### config.mk
export PLATFORM = sky130hd
export DESIGN_NAME = pipelined_barrel_shifter
export DESIGN_NICKNAME = d
export VERILOG_FILES = /design/src/rtl/pipelined_barrel_shifter.sv
export SDC_FILE = /design/constraint.sdc
export NUM_CORES = 1
export LEC_CHECK = 0
export BUFFER_PORTS_ARGS = -buffer_cell sky130_fd_sc_hd__buf_2
export CORE_MARGIN = 4
export CORE_UTILIZATION = 29
export CTS_BUF_LIST = sky130_fd_sc_hd__clkbuf_8
export CTS_CLUSTER_DIAMETER = 120
export DETAILED_ROUTE_END_ITERATION = 10
export PLACE_DENSITY = 0.52
export SLEW_MARGIN = 20
export SYNTH_ARGS = -nofsm -noshare
export SYNTH_HDL_FRONTEND = slang
export SYNTH_SLANG_ARGS = --single-unit
### constraint.sdc
create_clock -name clk -period 5.4 [get_ports clk]
set_input_delay 1.08 -clock clk [delete_from_list [all_inputs] [get_ports clk]]
set_output_delay 1.08 -clock clk [all_outputs]
set_load 0.05 [all_outputs]
### src/rtl/pipelined_barrel_shifter.sv
// Streaming multi-mode barrel shifter: one registered stage per shift-amount bit, one beat per clock.
// Latency SHAMT_W cycles; a stalled output freezes the whole pipeline and drops in_ready.
module pipelined_barrel_shifter #(
  parameter int WIDTH = 16,
  localparam int SHAMT_W = $clog2(WIDTH)
) (
  input  logic               clk,
  input  logic               rst_n,
  input  logic               in_valid,
  output logic               in_ready,
  input  logic [WIDTH-1:0]   in_data,
  input  logic [SHAMT_W-1:0] in_shamt,
  input  logic [2:0]         in_mode,
  output logic               out_valid,
  input  logic               out_ready,
  output logic [WIDTH-1:0]   out_data,
  output logic               out_zero
);

  localparam logic [2:0] MODE_SRL = 3'b000;
  localparam logic [2:0] MODE_SRA = 3'b001;
  localparam logic [2:0] MODE_SLL = 3'b010;
  localparam logic [2:0] MODE_ROR = 3'b011;
  localparam logic [2:0] MODE_ROL = 3'b100;

  logic               advance;

  logic               vld_q   [SHAMT_W];
  logic [WIDTH-1:0]   dat_q   [SHAMT_W];
  logic [SHAMT_W-1:0] shamt_q [SHAMT_W];
  logic [2:0]         mode_q  [SHAMT_W];
  logic               sign_q  [SHAMT_W];

  logic               prv_vld   [SHAMT_W];
  logic [WIDTH-1:0]   prv_dat   [SHAMT_W];
  logic [SHAMT_W-1:0] prv_shamt [SHAMT_W];
  logic [2:0]         prv_mode  [SHAMT_W];
  logic               prv_sign  [SHAMT_W];
  logic [WIDTH-1:0]   nxt_dat   [SHAMT_W];

  // SRA fills with the operand's original sign, which rides along as sign_q.
  function automatic logic [WIDTH-1:0] shift_stage(input logic [WIDTH-1:0] d,
                                                   input logic [2:0]       m,
                                                   input logic             sgn,
                                                   input int               s);
    logic [WIDTH-1:0] fill;
    logic [WIDTH-1:0] r;
    fill = ~({WIDTH{1'b1}} >> s);
    case (m)
      MODE_SRL: r = d >> s;
      MODE_SRA: r = (d >> s) | (sgn ? fill : '0);
      MODE_SLL: r = d << s;
      MODE_ROR: r = (d >> s) | (d << (WIDTH - s));
      MODE_ROL: r = (d << s) | (d >> (WIDTH - s));
      default:  r = d;
    endcase
    return r;
  endfunction

  assign out_valid = vld_q[SHAMT_W-1];
  assign out_data  = dat_q[SHAMT_W-1];
  assign out_zero  = (out_data == '0);
  assign advance   = !out_valid || out_ready;
  assign in_ready  = advance;

  always_comb begin
    prv_vld[0]   = in_valid;
    prv_dat[0]   = in_data;
    prv_shamt[0] = in_shamt;
    prv_mode[0]  = in_mode;
    prv_sign[0]  = in_data[WIDTH-1];
    for (int k = 1; k < SHAMT_W; k++) begin
      prv_vld[k]   = vld_q[k-1];
      prv_dat[k]   = dat_q[k-1];
      prv_shamt[k] = shamt_q[k-1];
      prv_mode[k]  = mode_q[k-1];
      prv_sign[k]  = sign_q[k-1];
    end
    for (int k = 0; k < SHAMT_W; k++) begin
      nxt_dat[k] = prv_shamt[k][k] ? shift_stage(prv_dat[k], prv_mode[k], prv_sign[k], 1 << k)
                                   : prv_dat[k];
    end
  end

  always_ff @(posedge clk) begin
    if (!rst_n) begin
      for (int k = 0; k < SHAMT_W; k++) begin
        vld_q[k]   <= 1'b0;
        dat_q[k]   <= '0;
        shamt_q[k] <= '0;
        mode_q[k]  <= '0;
        sign_q[k]  <= 1'b0;
      end
    end else if (advance) begin
      for (int k = 0; k < SHAMT_W; k++) begin
        vld_q[k]   <= prv_vld[k];
        dat_q[k]   <= nxt_dat[k];
        shamt_q[k] <= prv_shamt[k];
        mode_q[k]  <= prv_mode[k];
        sign_q[k]  <= prv_sign[k];
      end
    end
  end

endmodule

Word-level counts from Yosys, hierarchy flattened
Memories as Yosys holds them, arrays and structs flattened.
Cells that the tools add are included.

storage, ports and cells
  memories kept = 5
  bits in writable memories = 100
  latch bits = 0
  memory bits (read-only) = 0
  register bits after elaboration = 0
  output and inout bits = 19
  input bits = 27

memories
  name     words  bits a word  read ports  clocked after memory_dff  write ports  RTL line  source
  dat_q    4      16           4           0                         4            29        logic [WIDTH-1:0] dat_q [SHAMT_W];
  shamt_q  4      4            3           0                         4            30        logic [SHAMT_W-1:0] shamt_q [SHAMT_W];
  mode_q   4      3            3           0                         4            31        logic [2:0] mode_q [SHAMT_W];
  sign_q   4      1            3           0                         4            32        logic sign_q [SHAMT_W];
  vld_q    4      1            4           0                         4            28        logic vld_q [SHAMT_W];

operators by class
  div/mod/pow operators = 0
  eq/ne operators = 16
  reduce and logical (&&, ||, !) cells = 8
  multiplexer cells = 36
  multipliers = 0
  magnitude comparators = 0
  add/subtract/negate cells = 0
  shifts and indexed selects = 0
  bitwise gates (word level) = 31

operator list
  kind                  number
  $pmux W16 S5          3
  $mux W16              12
  $pmux W16 S4          1
  $or A12 B16 Y16       2
  $or A14 B16 Y16       2
  $or A15 B16 Y16       2
  $eq A3 B2 Y1 const B  8
  $or A1 B1 Y1          20
  $logic_not A16 Y1     1
  $mux W4               4
  $or A16 B1 Y16        1
  $or A16 B2 Y16        1
  $or A16 B4 Y16        1
  $or A16 B8 Y16        1
  $or A8 B16 Y16        1
  $eq A3 B1 Y1 const B  4
  $eq A3 B3 Y1 const B  4
  $logic_not A3 Y1      4
  $mux W1               12
  $mux W3               4
  $reduce_or A2 Y1      1
  $logic_not A1 Y1      1
  $logic_or A1 B1 Y1    1

Depth between registers and ports, before layout
  word-level depth = 6
  gate-level depth with buffers = 7

Least setup slack after synthesis
Ideal clock, no wire load.

  path kind = input port to flip-flop
  start = input rst_n
  end = memory dat_q[0][0], enable pin
  arrival = 3208 ps
  path slack = 1149 ps
  required time = 4356 ps
  stages on the path = 2
  cells stage by stage = clkbuf_1 > nand3b_1

RTL lines
  what             RTL line  source
  start, declared  8         input logic rst_n,
  end, declared    29

Worst setup path after layout
  start = input out_ready
  end = output in_ready

on the way
  cells in the longest elaborated chain, start to end = 1

RTL lines
  what                RTL line  source
  start, declared     15        input logic out_ready,
  $logic_or A1 B1 Y1  63        assign advance = !out_valid || out_ready;
  end, declared       10        output logic in_ready,

Every way passes these cells.

==> impl_metrics.py <==
metrics = {
    "critical_path": {
        "critical_path_buf_inv_count": 3,
        "required_ns": 4.32,
        "crit_family": "buffers and inverters",
        "crit_type": "in2out",
        "cp_slowest_stage_delay_ns": 0.29,
        "reg2regPathDepth": 3,
        "reg2reg_slack_ns": 3.42,
        "critPathLaunch": "out_ready",
        "rr_startpoint": "mode_q[0][2]$_SDFFCE_PN0P_",
        "cp_cell_sequence": "buf_2, nand2b_1, buf_4, buf_2",
        "worst-endpoint-arrival_ns": 1.78,
        "critPathMostFrequentCell": "buf_2",
        "end_kind": "output port",
        "critPathSlowestCell": "buf_2",
        "path_max_fanout": 20,
        "r2r_end": "dat_q[0][22]$_SDFFCE_PN0P_",
        "cp-start-kind": "input port",
    },
    "route": {
        "avgViaCountPerCell": 5.36,
        "num_vias": 3897,
        "drt-wirelength-per-cell_um": 15.7,
        "routed_wl_mm": 11.4,
        "drtPass1Iterations": 5,
        "ant_nets": 0,
        "route.detailed.drc": 0,
        "drt_iter0_markers": 372,
    },
    "placed_design": {
        "io_buffer_count": 45,
        "place_hpwl_mm": 8.06,
        "dpl_cell_area_um2": 5220,
        "pre_cts_ws_ns": 2.53,
        "gp_congestion": 0.865,
    },
    "cts": {
        "clock_sinks": 86,
        "postCtsResizedCells": 0,
        "clk_pin_slew_ns": 0.07,
        "holdBufCountCts": 0,
        "clock_latency_ns": 0.35,
        "post_cts_buffers": 0,
        "cts-root-buf": "clkbuf_8",
        "cts-htree-levels": 3,
        "cts_max_path_buffers": 2,
        "numCtsBuffers": 9,
        "cts_tree": "done",
    },
    "final_layout": {
        "area_delta_synth_final_pct": 6.62,
        "final_nets": 524,
        "n_antenna_cell": 0,
        "layout-drive-gt1-share_pct": 15.1,
        "final_area_um2": 5400,
    },
    "floorplan": {
        "die-height_um": 140,
        "coreArea_um2": 17200,
        "dieArea_um2": 19700,
        "start_util_pct": 29.4,
        "rows": 48,
        "die_w_um": 140,
        "num_io_pins": 46,
    },
    "sta": {
        "finalMaxSlewViolations": 0,
        "grt_setup_unrepaired": "no",
        "skew_ns": 0.0161,
        "setup_tns_ns": 0,
        "fin_ws_ns": 2.54,
        "tightest_slew_ns": 1.02,
        "period_share_pct": 52.9,
        "hold_viol_final": 0,
        "finalSetupViolCount": 0,
        "fin_crit_ns": 2.86,
        "fmax_ghz": 0.350,
        "slew_headroom_pct": 31.7,
        "holdWs_ns": 0.553,
    },
    "yosys": {
        "synth_nets": 523,
        "synth.avg_cell_area_um2": 10.2,
        "synth_edf_count": 86,
        "synth_cell_types": 38,
        "syn_area_um2": 5070,
        "synth_ff_type": "edfxtp_1",
        "async_flop_share_pct": 0,
        "ys_ff_latch": 86,
        "netlist_instances": 496,
        "seq_area_frac_synth_pct": 51.0,
        "yosysWarnings": 0,
    },
    "global_route": {
        "grt_util_met1_pct": 14.3,
        "grtUsageMet2_pct": 20.3,
        "grt_pass1_wl_mm": 19.3,
        "antenna_found_initial": 0,
        "grt_max_degree": 87,
        "track_usage_pct": 11.7,
        "top_usage_layer": "met2",
        "use_met3_pct": 2.29,
        "grt.overflow.total": 0,
        "grt_pass1_vias": 3802,
    },
    "job": {
        "maxCapViolCount": 0,
    },
    "power": {
        "total_power_mw": 1.53,
        "p_leak_nw": 2.07,
        "p_per_area_nw_per_um2": 284,
        "peakVddDrop_v": 0.000123,
    },
    "min_path": {
        "worstHoldPathCells": 1,
        "hp-start": "vld_q[0][0]$_SDFFCE_PN0P_",
        "hold_path_end": "vld_q[0][1]$_SDFFCE_PN0P_",
        "hold_class": "reg2reg",
    },
    "run_status": {
        "status": "finished clean",
    },
}
metrics by stage:
stage               instances  util, %
floorplan                 496        -
global placement          711     30.2
detailed placement        711     30.3
CTS                       727     31.3
global route              727     31.3
finish                    727     31.3
cells in the mapped netlist, types with 2 or more instances:
cell type  instances  area share (%)
buf_4             24             3.6
nand3_1           10            0.99
nor2b_1            9             1.1
buf_2             17             1.7
nor2_1            40             3.0
mux2i_1            6             1.2
nand2_1           24             1.8
o221ai_1           7             1.2
a21o_1             2            0.30
a21oi_1           24             2.4
nand2b_1          11             1.4
and2_1             3            0.37
buf_1              2            0.15
and3_1            18             2.2
edfxtp_1          86              51
and2_4             2            0.35
nand2b_2           2            0.35
o221a_1            5             1.1
a22o_1            34             5.9
nor4_1             4            0.49
inv_2              4            0.30
mux2_2             2            0.44
o21ai_0           25             2.5
clkbuf_1           7            0.52
o21ai_1           38             3.8
o22ai_1           69             8.5
a31oi_1            2            0.25
buf_6              7             1.6
inv_1              3            0.22
sequential cells by signal, summed over array words and instances (netlist names):
| signal | count |
|---|---|
| dat_q | 64 |
| shamt_q | 6 |
| vld_q | 4 |
| mode_q | 9 |
| sign_q | 3 |
cells by family (layout without fill, tap and decap cells):
logic type	after synthesis	after routing	share of synthesized area, %
mux	8	8	1.63
simple gates	128	128	13.0
compound gates	209	209	26.3
flops	86	86	51.0
buf+inv	65	71	8.07
report_power, final:
| part | switching [mW] | internal [mW] |
|---|---|---|
| clock network | 0.221 | 0.211 |
| registers | 0.0553 | 0.792 |
| logic | 0.158 | 0.0965 |
| total | 0.434 | 1.10 |
worst max path at each step:
stage                                       endpoint  slack (ns)  cells after the start
after global routing                        in_ready        2.49                      4
after global placement    dat_q[0][15]$_SDFFCE_PN0P_        2.22                      5
after CTS                                   in_ready        2.53                      4
after floorplan            dat_q[0][0]$_SDFFCE_PN0P_        1.15                      2
final                                       in_ready        2.54                      4
after detailed placement                    in_ready        2.53                      4
layout make-up:
class / instances / area (um2)
Timing Repair Buffer: 48 / 248
Clock buffer: 9 / 124
Sequential cell: 86 / 2580
Fill cell: 1755 / 11800
Clock inverter: 7 / 63.8
Multi-Input combinational cell: 345 / 2080
Tap cell: 225 / 282
Inverter: 7 / 26.3
per-layer routing:
| layer | wire length, um | vias to the layer above | part of all wire, % |
|---|---|---|---|
| met5 | 0 | - | 0 |
| met4 | 223 | 0 | 2.0 |
| met3 | 569 | 21 | 5.0 |
| li1 | - | 1913 | - |
| met1 | 4860 | 1824 | 43 |
| met2 | 5750 | 139 | 50 |
cell usage in the layout, fill, tap and decap left out, types with 4 or more instances in the layout:
cell type,n
a21oi_1,24
mux2i_1,6
o221a_1,5
o21ai_1,38
inv_1,4
nor2b_1,9
edfxtp_1,86
o21ai_0,25
buf_2,45
nand2_1,24
nor4_1,4
nand2b_1,11
o22ai_1,69
a22o_1,34
clkbuf_8,9
and3_1,18
nor2_1,40
inv_2,4
nand3_1,10
o221ai_1,7
Note: power is estimated with default switching activity, not from simulation.
